==> config.mk <==
export PLATFORM = sky130hd
export DESIGN_NAME = bch_31_deserializer
export DESIGN_NICKNAME = d
export VERILOG_FILES = /design/src/rtl/bch_31_deserializer.sv
export SDC_FILE = /design/constraint.sdc
export NUM_CORES = 1
export LEC_CHECK = 0
export ABC_AREA = 1
export CORE_MARGIN = 1
export CORE_UTILIZATION = 25
export CTS_CLUSTER_SIZE = 40
export DETAILED_ROUTE_END_ITERATION = 8
export HOLD_SLACK_MARGIN = 0.05
export PLACE_DENSITY = 0.44
export SLEW_MARGIN = 30
export SYNTH_ARGS = -nofsm -noshare
export SYNTH_HDL_FRONTEND = slang
export SYNTH_SLANG_ARGS = --single-unit
export TNS_END_PERCENT = 1
==> constraint.sdc <==
create_clock -name clk -period 2.4 [get_ports clk]
set_clock_uncertainty 0.2 [all_clocks]
set_input_delay 0.48 -clock clk [delete_from_list [all_inputs] [get_ports clk]]
set_output_delay 0.48 -clock clk [all_outputs]
set_load 0.1 [all_outputs]
==> src/rtl/bch_31_deserializer.sv <==
// Serial-to-parallel framer: sof_i-aligned bit stream -> 31-bit received codewords for the BCH decoder.
// Latency: cw_valid_o rises on the clock edge that samples the 31st bit of a frame.
// Backpressure: one-entry output register; a word completing while it is full and unaccepted is dropped (overflow_o).
module bch_31_deserializer #(
    parameter int N         = 31,
    parameter bit MSB_FIRST = 1'b1,
    parameter int CNT_W     = 16
) (
    input  logic             clk,
    input  logic             rst,
    input  logic             bit_i,
    input  logic             bit_valid_i,
    input  logic             sof_i,
    output logic [N-1:0]     codeword_o,
    output logic             cw_valid_o,
    input  logic             cw_ready_i,
    output logic             frame_err_o,
    output logic             overflow_o,
    output logic [CNT_W-1:0] frame_count_o
);

    localparam int BW = $clog2(N + 1);

    localparam logic [0:0] S_IDLE    = 1'b0;
    localparam logic [0:0] S_COLLECT = 1'b1;

    logic [0:0]       state_q, state_d;
    logic [BW-1:0]    cnt_q, cnt_d;
    logic [N-1:0]     sr_q, sr_d;
    logic [N-1:0]     sr_shift, sr_start;
    logic [N-1:0]     cw_q, cw_d;
    logic             vld_q, vld_d;
    logic             ferr_q, ferr_d;
    logic             ovf_q, ovf_d;
    logic [CNT_W-1:0] fcnt_q, fcnt_d;
    logic             complete;

    // sr_start is the shift of an all-zero register: any partial word is discarded.
    always_comb begin
        if (MSB_FIRST) begin
            sr_shift = {sr_q[N-2:0], bit_i};
            sr_start = {{(N-1){1'b0}}, bit_i};
        end else begin
            sr_shift = {bit_i, sr_q[N-1:1]};
            sr_start = {bit_i, {(N-1){1'b0}}};
        end
    end

    always_comb begin
        state_d  = state_q;
        cnt_d    = cnt_q;
        sr_d     = sr_q;
        ferr_d   = 1'b0;
        complete = 1'b0;
        if (bit_valid_i) begin
            if (state_q == S_COLLECT) begin
                if (sof_i) begin
                    sr_d   = sr_start;
                    cnt_d  = BW'(1);
                    ferr_d = 1'b1;
                end else if (cnt_q == BW'(N - 1)) begin
                    complete = 1'b1;
                    sr_d     = '0;
                    cnt_d    = '0;
                    state_d  = S_IDLE;
                end else begin
                    sr_d  = sr_shift;
                    cnt_d = cnt_q + BW'(1);
                end
            end else if (sof_i) begin
                sr_d    = sr_start;
                cnt_d   = BW'(1);
                state_d = S_COLLECT;
            end
        end
    end

    // A completing word may replace one that is being accepted in the same cycle.
    always_comb begin
        cw_d   = cw_q;
        vld_d  = vld_q;
        ovf_d  = ovf_q;
        fcnt_d = fcnt_q;
        if (complete && (!vld_q || cw_ready_i)) begin
            cw_d   = sr_shift;
            vld_d  = 1'b1;
            fcnt_d = fcnt_q + CNT_W'(1);
        end else if (complete) begin
            ovf_d = 1'b1;
        end else if (vld_q && cw_ready_i) begin
            vld_d = 1'b0;
        end
    end

    always_ff @(posedge clk or negedge rst) begin
        if (!rst) begin
            state_q <= S_IDLE;
            cnt_q   <= '0;
            sr_q    <= '0;
            cw_q    <= '0;
            vld_q   <= 1'b0;
            ferr_q  <= 1'b0;
            ovf_q   <= 1'b0;
            fcnt_q  <= '0;
        end else begin
            state_q <= state_d;
            cnt_q   <= cnt_d;
            sr_q    <= sr_d;
            cw_q    <= cw_d;
            vld_q   <= vld_d;
            ferr_q  <= ferr_d;
            ovf_q   <= ovf_d;
            fcnt_q  <= fcnt_d;
        end
    end

    assign codeword_o    = cw_q;
    assign cw_valid_o    = vld_q;
    assign frame_err_o   = ferr_q;
    assign overflow_o    = ovf_q;
    assign frame_count_o = fcnt_q;

endmodule

# Word-level counts from Yosys, hierarchy flattened
# Index checks and enable logic that the tools add are counted.
[word_totals]
regBits = 86
input_bits = 6
out_inout_bits = 50
elab_cells = 43
[classes]
add_sub_neg = 2
eq_ne = 2
muxes = 21
n_bitwise = 1
reduce_logical = 9
[op_table]
columns = ["operator", "count"]
rows = [
  ["2-to-1 mux 30 bit", 4],
  ["2-to-1 mux 5 bit", 4],
  ["adder 16 x 1 -> 16 bit, second input constant", 1],
  ["2-to-1 mux 1 bit", 13],
  ["AND reduction 2 bit", 3],
  ["adder 5 x 1 -> 5 bit, second input constant", 1],
  ["== test 5 bit, second input constant", 1],
  ["nonzero test 2 bit", 2],
  ["logical AND 1 bit", 2],
  ["!= test 2 x 1 -> 1 bit, second input constant", 1],
  ["zero test 1 bit", 1],
  ["logical OR 1 bit", 1],
  ["inverter 1 bit", 1],
]

# Logic depth before layout (Yosys ltp)
[logic_depth]
word_depth = 8
depth_mapped = 10
ltp_nobuf = 9

# Worst setup path before layout
# No wires, ideal clock.
[synth_timing]
path_kind = "register to register"
startpoint = "reg fcnt_q[0], in the netlist frame_count_o[0]"
endpoint = "reg fcnt_q[12], in the netlist frame_count_o[12]"
arrival_ns = 1.938
path_slack_ns = 0.138
stages_incl_launch_ff = 9
n_path_buf = 0
period_less_slack_ns = 2.262
path_cell_list = "dfrtp_1 ha_1 inv_1 nor2_1 nand3_1 nand2_1 nand2_1 nand2_1 o21ai_1"
[synth_between]
elab_chain_cells = 1
[synth_lines]
columns = ["item", "line", "source"]
rows = [
  ["from (decl)", "35", "logic [CNT_W-1:0] fcnt_q, fcnt_d;"],
  ["from (signal assigned)", "113", "fcnt_q <= fcnt_d;"],
  ["adder 16 x 1 -> 16 bit", "87", "fcnt_d = fcnt_q + CNT_W'(1);"],
]
# Every way passes these cells.
# A chain may end at the register's enable or synchronous reset.

# Worst setup path in the final report
[layout_timing]
startpoint = "reg cnt_q[0]"
endpoint = "reg fcnt_q[4], in the netlist frame_count_o[4]"
[layout_between]
elab_chain_cells = 6
[layout_lines]
columns = ["item", "line", "source"]
rows = [
  ["from (decl)", "28", "logic [BW-1:0] cnt_q, cnt_d;"],
  ["from (signal assigned)", "107", "cnt_q <= cnt_d;"],
  ["== test 5 bit", "61", "end else if (cnt_q == BW'(N - 1)) begin"],
  ["2-to-1 mux 1 bit", "61", ""],
  ["2-to-1 mux 1 bit", "57", "if (sof_i) begin"],
  ["2-to-1 mux 1 bit", "56", "if (state_q == S_COLLECT) begin"],
  ["2-to-1 mux 1 bit", "55", "if (bit_valid_i) begin"],
  ["logical AND 1 bit", "84", "if (complete && (!vld_q || cw_ready_i)) begin"],
]
# Every way passes these cells.

==> reports/results.txt <==
Run status - completed
Clock Tree Root - clkbuf_16
Largest cells by area after synthesis - dfrtp_1 58%, nand2_1 14%, nand3_1 5.1%
Cell Area, Synth - 0.00374 mm2
Register area share after synthesis - 0.575
Placement row count - 44
Post-synthesis simple-gate area fraction - 0.260
Top-count cell post-synth - nand2_1
Avg Cell Area, Syn - 8.58 um2
Ys flop type - dfrtp_1
Max stage delay on crit path - 0.41 ns
CP endpoint kind - flip-flop
Unrepaired setup endpoints after global routing - false
Highest Clock Rate - 527 MHz
Clock slew at reported path FFs - 0.06 ns
Crit path DAT - 1.93 ns
Gpl congestion - 0.758
Number of global-route vias before repair - 2883
Yosys top cell area share - 0.575
Vias/cell - 4.36
Syn-to-layout area delta - 25.6%
Boundary Pins - 56
Initial antenna violation count - 0
Clk sinks - 86
Worst path slowest cell - dfrtp_1
Wire per inst - 12.4 um
Post-synth EDFFs - 0
Distinct cells, synth - 29
XOR/XNOR Fraction of Synth Area - 0.00468
Setup_tns - 0 ns
Fin nets - 504
CP Data Required Time - 2.43 ns
Starting DRT DRC Count - 205
Synth Area in Compound Gates - 0.0789
Setup violators final - 0
Worst hold path type - flip-flop to flip-flop
GR Overflow Total - 0
Chip width - 124 um
Max cap viols - 0
Static Leak - 2.33 nW
Switching portion of total power - 0.232
Synth area leader - dfrtp_1
Global-route wire length before repair - 14.7 mm
Syn Nets - 445
Gate power share - 0.046
DP HPWL - 5.87 mm
Flops & latches, synth - 86
Number of hold violations in the final report - 0
DRC - 0
Drt first pass iters - 4
Psw - 0.000701 W
Core box area - 0.0146 mm2
Die area - 0.0155 mm2
Fin worst setup slack - 0.504 ns
Sequential power share - 0.492
Tmin final - 1.90 ns
Internal power - 0.00232 W
Post-Route WL - 8.49 mm
Die height - 124 um
Synth cell count leaders - 137 x nand2_1, 86 x dfrtp_1, 42 x inv_1
Critical Path, Cell by Cell - inv_1 > ha_1 > nand2_1 > nor2_8 > nand3_2 > nor2_2 > buf_12 > nand2_1 > nor2_1 > nor2_1
Initial core utilization - 0.257
Setup WS pre-CTS - 0.176 ns
H-tree levels - 3
# diodes - 0
PortBufs - 55
Crit path max fanout - 29
ANT nets after route - 0
Post_cts resized - 0
Slew Limit Fails - 0
Largest family of logic cells by synthesized area - simple AND/OR/NAND/NOR gates
Crit start category - flip-flop
Slew Limit Headroom - 0.653
Synth warnings - 0
Longest Clk Path Bufs - 2
Final period util - 0.790
TritonCTS clock tree - built
Power Dens Cells - 643 mW/mm2
Clk_lat worst skew - 0.34 ns
Fill cells - 1532
Fin area - 0.00470 mm2
Post-synthesis async set-or-reset flop share - 1.00
Total CTS buffers - 9
Kind of critical path - flip-flop to flip-flop
Vias - 2985
Pin count of the biggest net entering global routing - 42
Adder-Cell Fraction of Synth Area - 0.0100
Synthesized instance count - 436
Worst Tran Pin Value - 0.521 ns
Layout cells sized above 1 - 0.170
Multiplexer area fraction after synthesis - 0
DP Area - 0.00440 mm2
Total global-route track usage - 0.119
Clk pwr share - 0.462
VDD IR max - 306 uV
## metal layers
| layer | track usage | wire, um | up-vias |
|---|---|---|---|
| met5 | 0 | 0 | - |
| met4 | 0.0361 | 110 | 0 |
| met3 | 0.0477 | 541 | 11 |
| met2 | 0.173 | 3720 | 71 |
| met1 | 0.161 | 4110 | 1398 |
| li1 | - | - | 1505 |
## logic make-up (layout without fill, tap and decap cells)
kind of cell / after synthesis / count (layout)
fa+ha+maj: 3 / 3
simple gates: 225 / 225
compound gates: 57 / 57
xor+xnor: 2 / 2
flops: 86 / 86
buf+inv: 63 / 127
## sequential cells by signal, indices dropped and copies added (netlist names)
| name | flops |
|---|---|
| codeword_o | 31 |
| sr_q | 30 |
| frame_err_o | 1 |
| overflow_o | 1 |
| state_q | 1 |
| cnt_q | 5 |
| cw_valid_o | 1 |
| frame_count_o | 16 |
## layout make-up
class | instances | area, um2 | share of cell area
clock buffers | 11 | 233 | 0.0495
repair buffers | 67 | 541 | 0.115
inverters | 44 | 165 | 0.0351
multi-input cells | 287 | 1320 | 0.281
flip-flops and latches | 86 | 2150 | 0.458
well taps | 184 | 230 | 0.0490
clock inverters | 5 | 58.8 | 0.0125
## power groups by stage
stage          registers, W  logic (W)  clock network [W]
2_1_floorplan       0.00152  0.0000678                  0
3_3_place_gp        0.00151   0.000143                  0
3_5_place_dp        0.00151   0.000144                  0
4_1_cts             0.00149   0.000145            0.00145
5_1_grt             0.00149   0.000161            0.00152
6_report            0.00149   0.000140            0.00140
## worst max-delay path, delay by kind of cell (launching register included)
kind,cells,cell delay (ns)
AND/OR/NAND/NOR,7,0.74
flip-flops,1,0.41
buffers and inverters,2,0.30
adder cells (fa/ha/maj),1,0.14
## through the flow
stage,cells,power (W),util,hold slack [ns]
after floorplan,436,0.00159,-,-0.0156
after global placement,667,0.00166,0.302,0.264
after detailed placement,667,0.00166,0.302,0.266
after CTS,684,0.00308,0.322,0.284
after global routing,684,0.00317,0.322,0.309
final,684,0.00302,0.322,0.279
## path summary, 6_finish.rpt
| check | from | slack [ns] | depth (start not counted) | endpoint |
|---|---|---|---|---|
| worst max register to register | cnt_q[0] | 0.50 | 10 | frame_count_o[4] |
| worst max-delay path | cnt_q[0] | 0.50 | 10 | frame_count_o[4] |
| worst min-delay path | codeword_o[28] | 0.28 | 2 | codeword_o[28] |
| max in group asynchronous | rst | 0.95 | 3 | codeword_o[19] |
| worst min register to register | codeword_o[28] | 0.28 | 2 | codeword_o[28] |
| min in group asynchronous | rst | 0.45 | 2 | frame_count_o[12] |
## cells in the final DEF (no fill, tap or decap), types with 2 or more instances in the layout
cell / count
o21ai_1: 29
nand2_1: 137
buf_4: 60
clkbuf_16: 9
nand4_1: 6
a21oi_1: 3
ha_1: 3
nor2_1: 30
inv_2: 2
xor2_1: 2
nor2_2: 3
clkinvlp_4: 2
buf_12: 2
o21ai_0: 21
nor3_1: 4
dfrtp_1: 86
inv_1: 42
nand3_1: 38
clkbuf_1: 2
clkdlybuf4s50_1: 4
## what timing repair did
action | 4_1_cts | 5_1_grt
buffers inserted | 0 | 0
hold buffers | 1 | 0
hold endpoints to repair | 35 | 0
No activity file was read; power rests on OpenSTA's default activity.
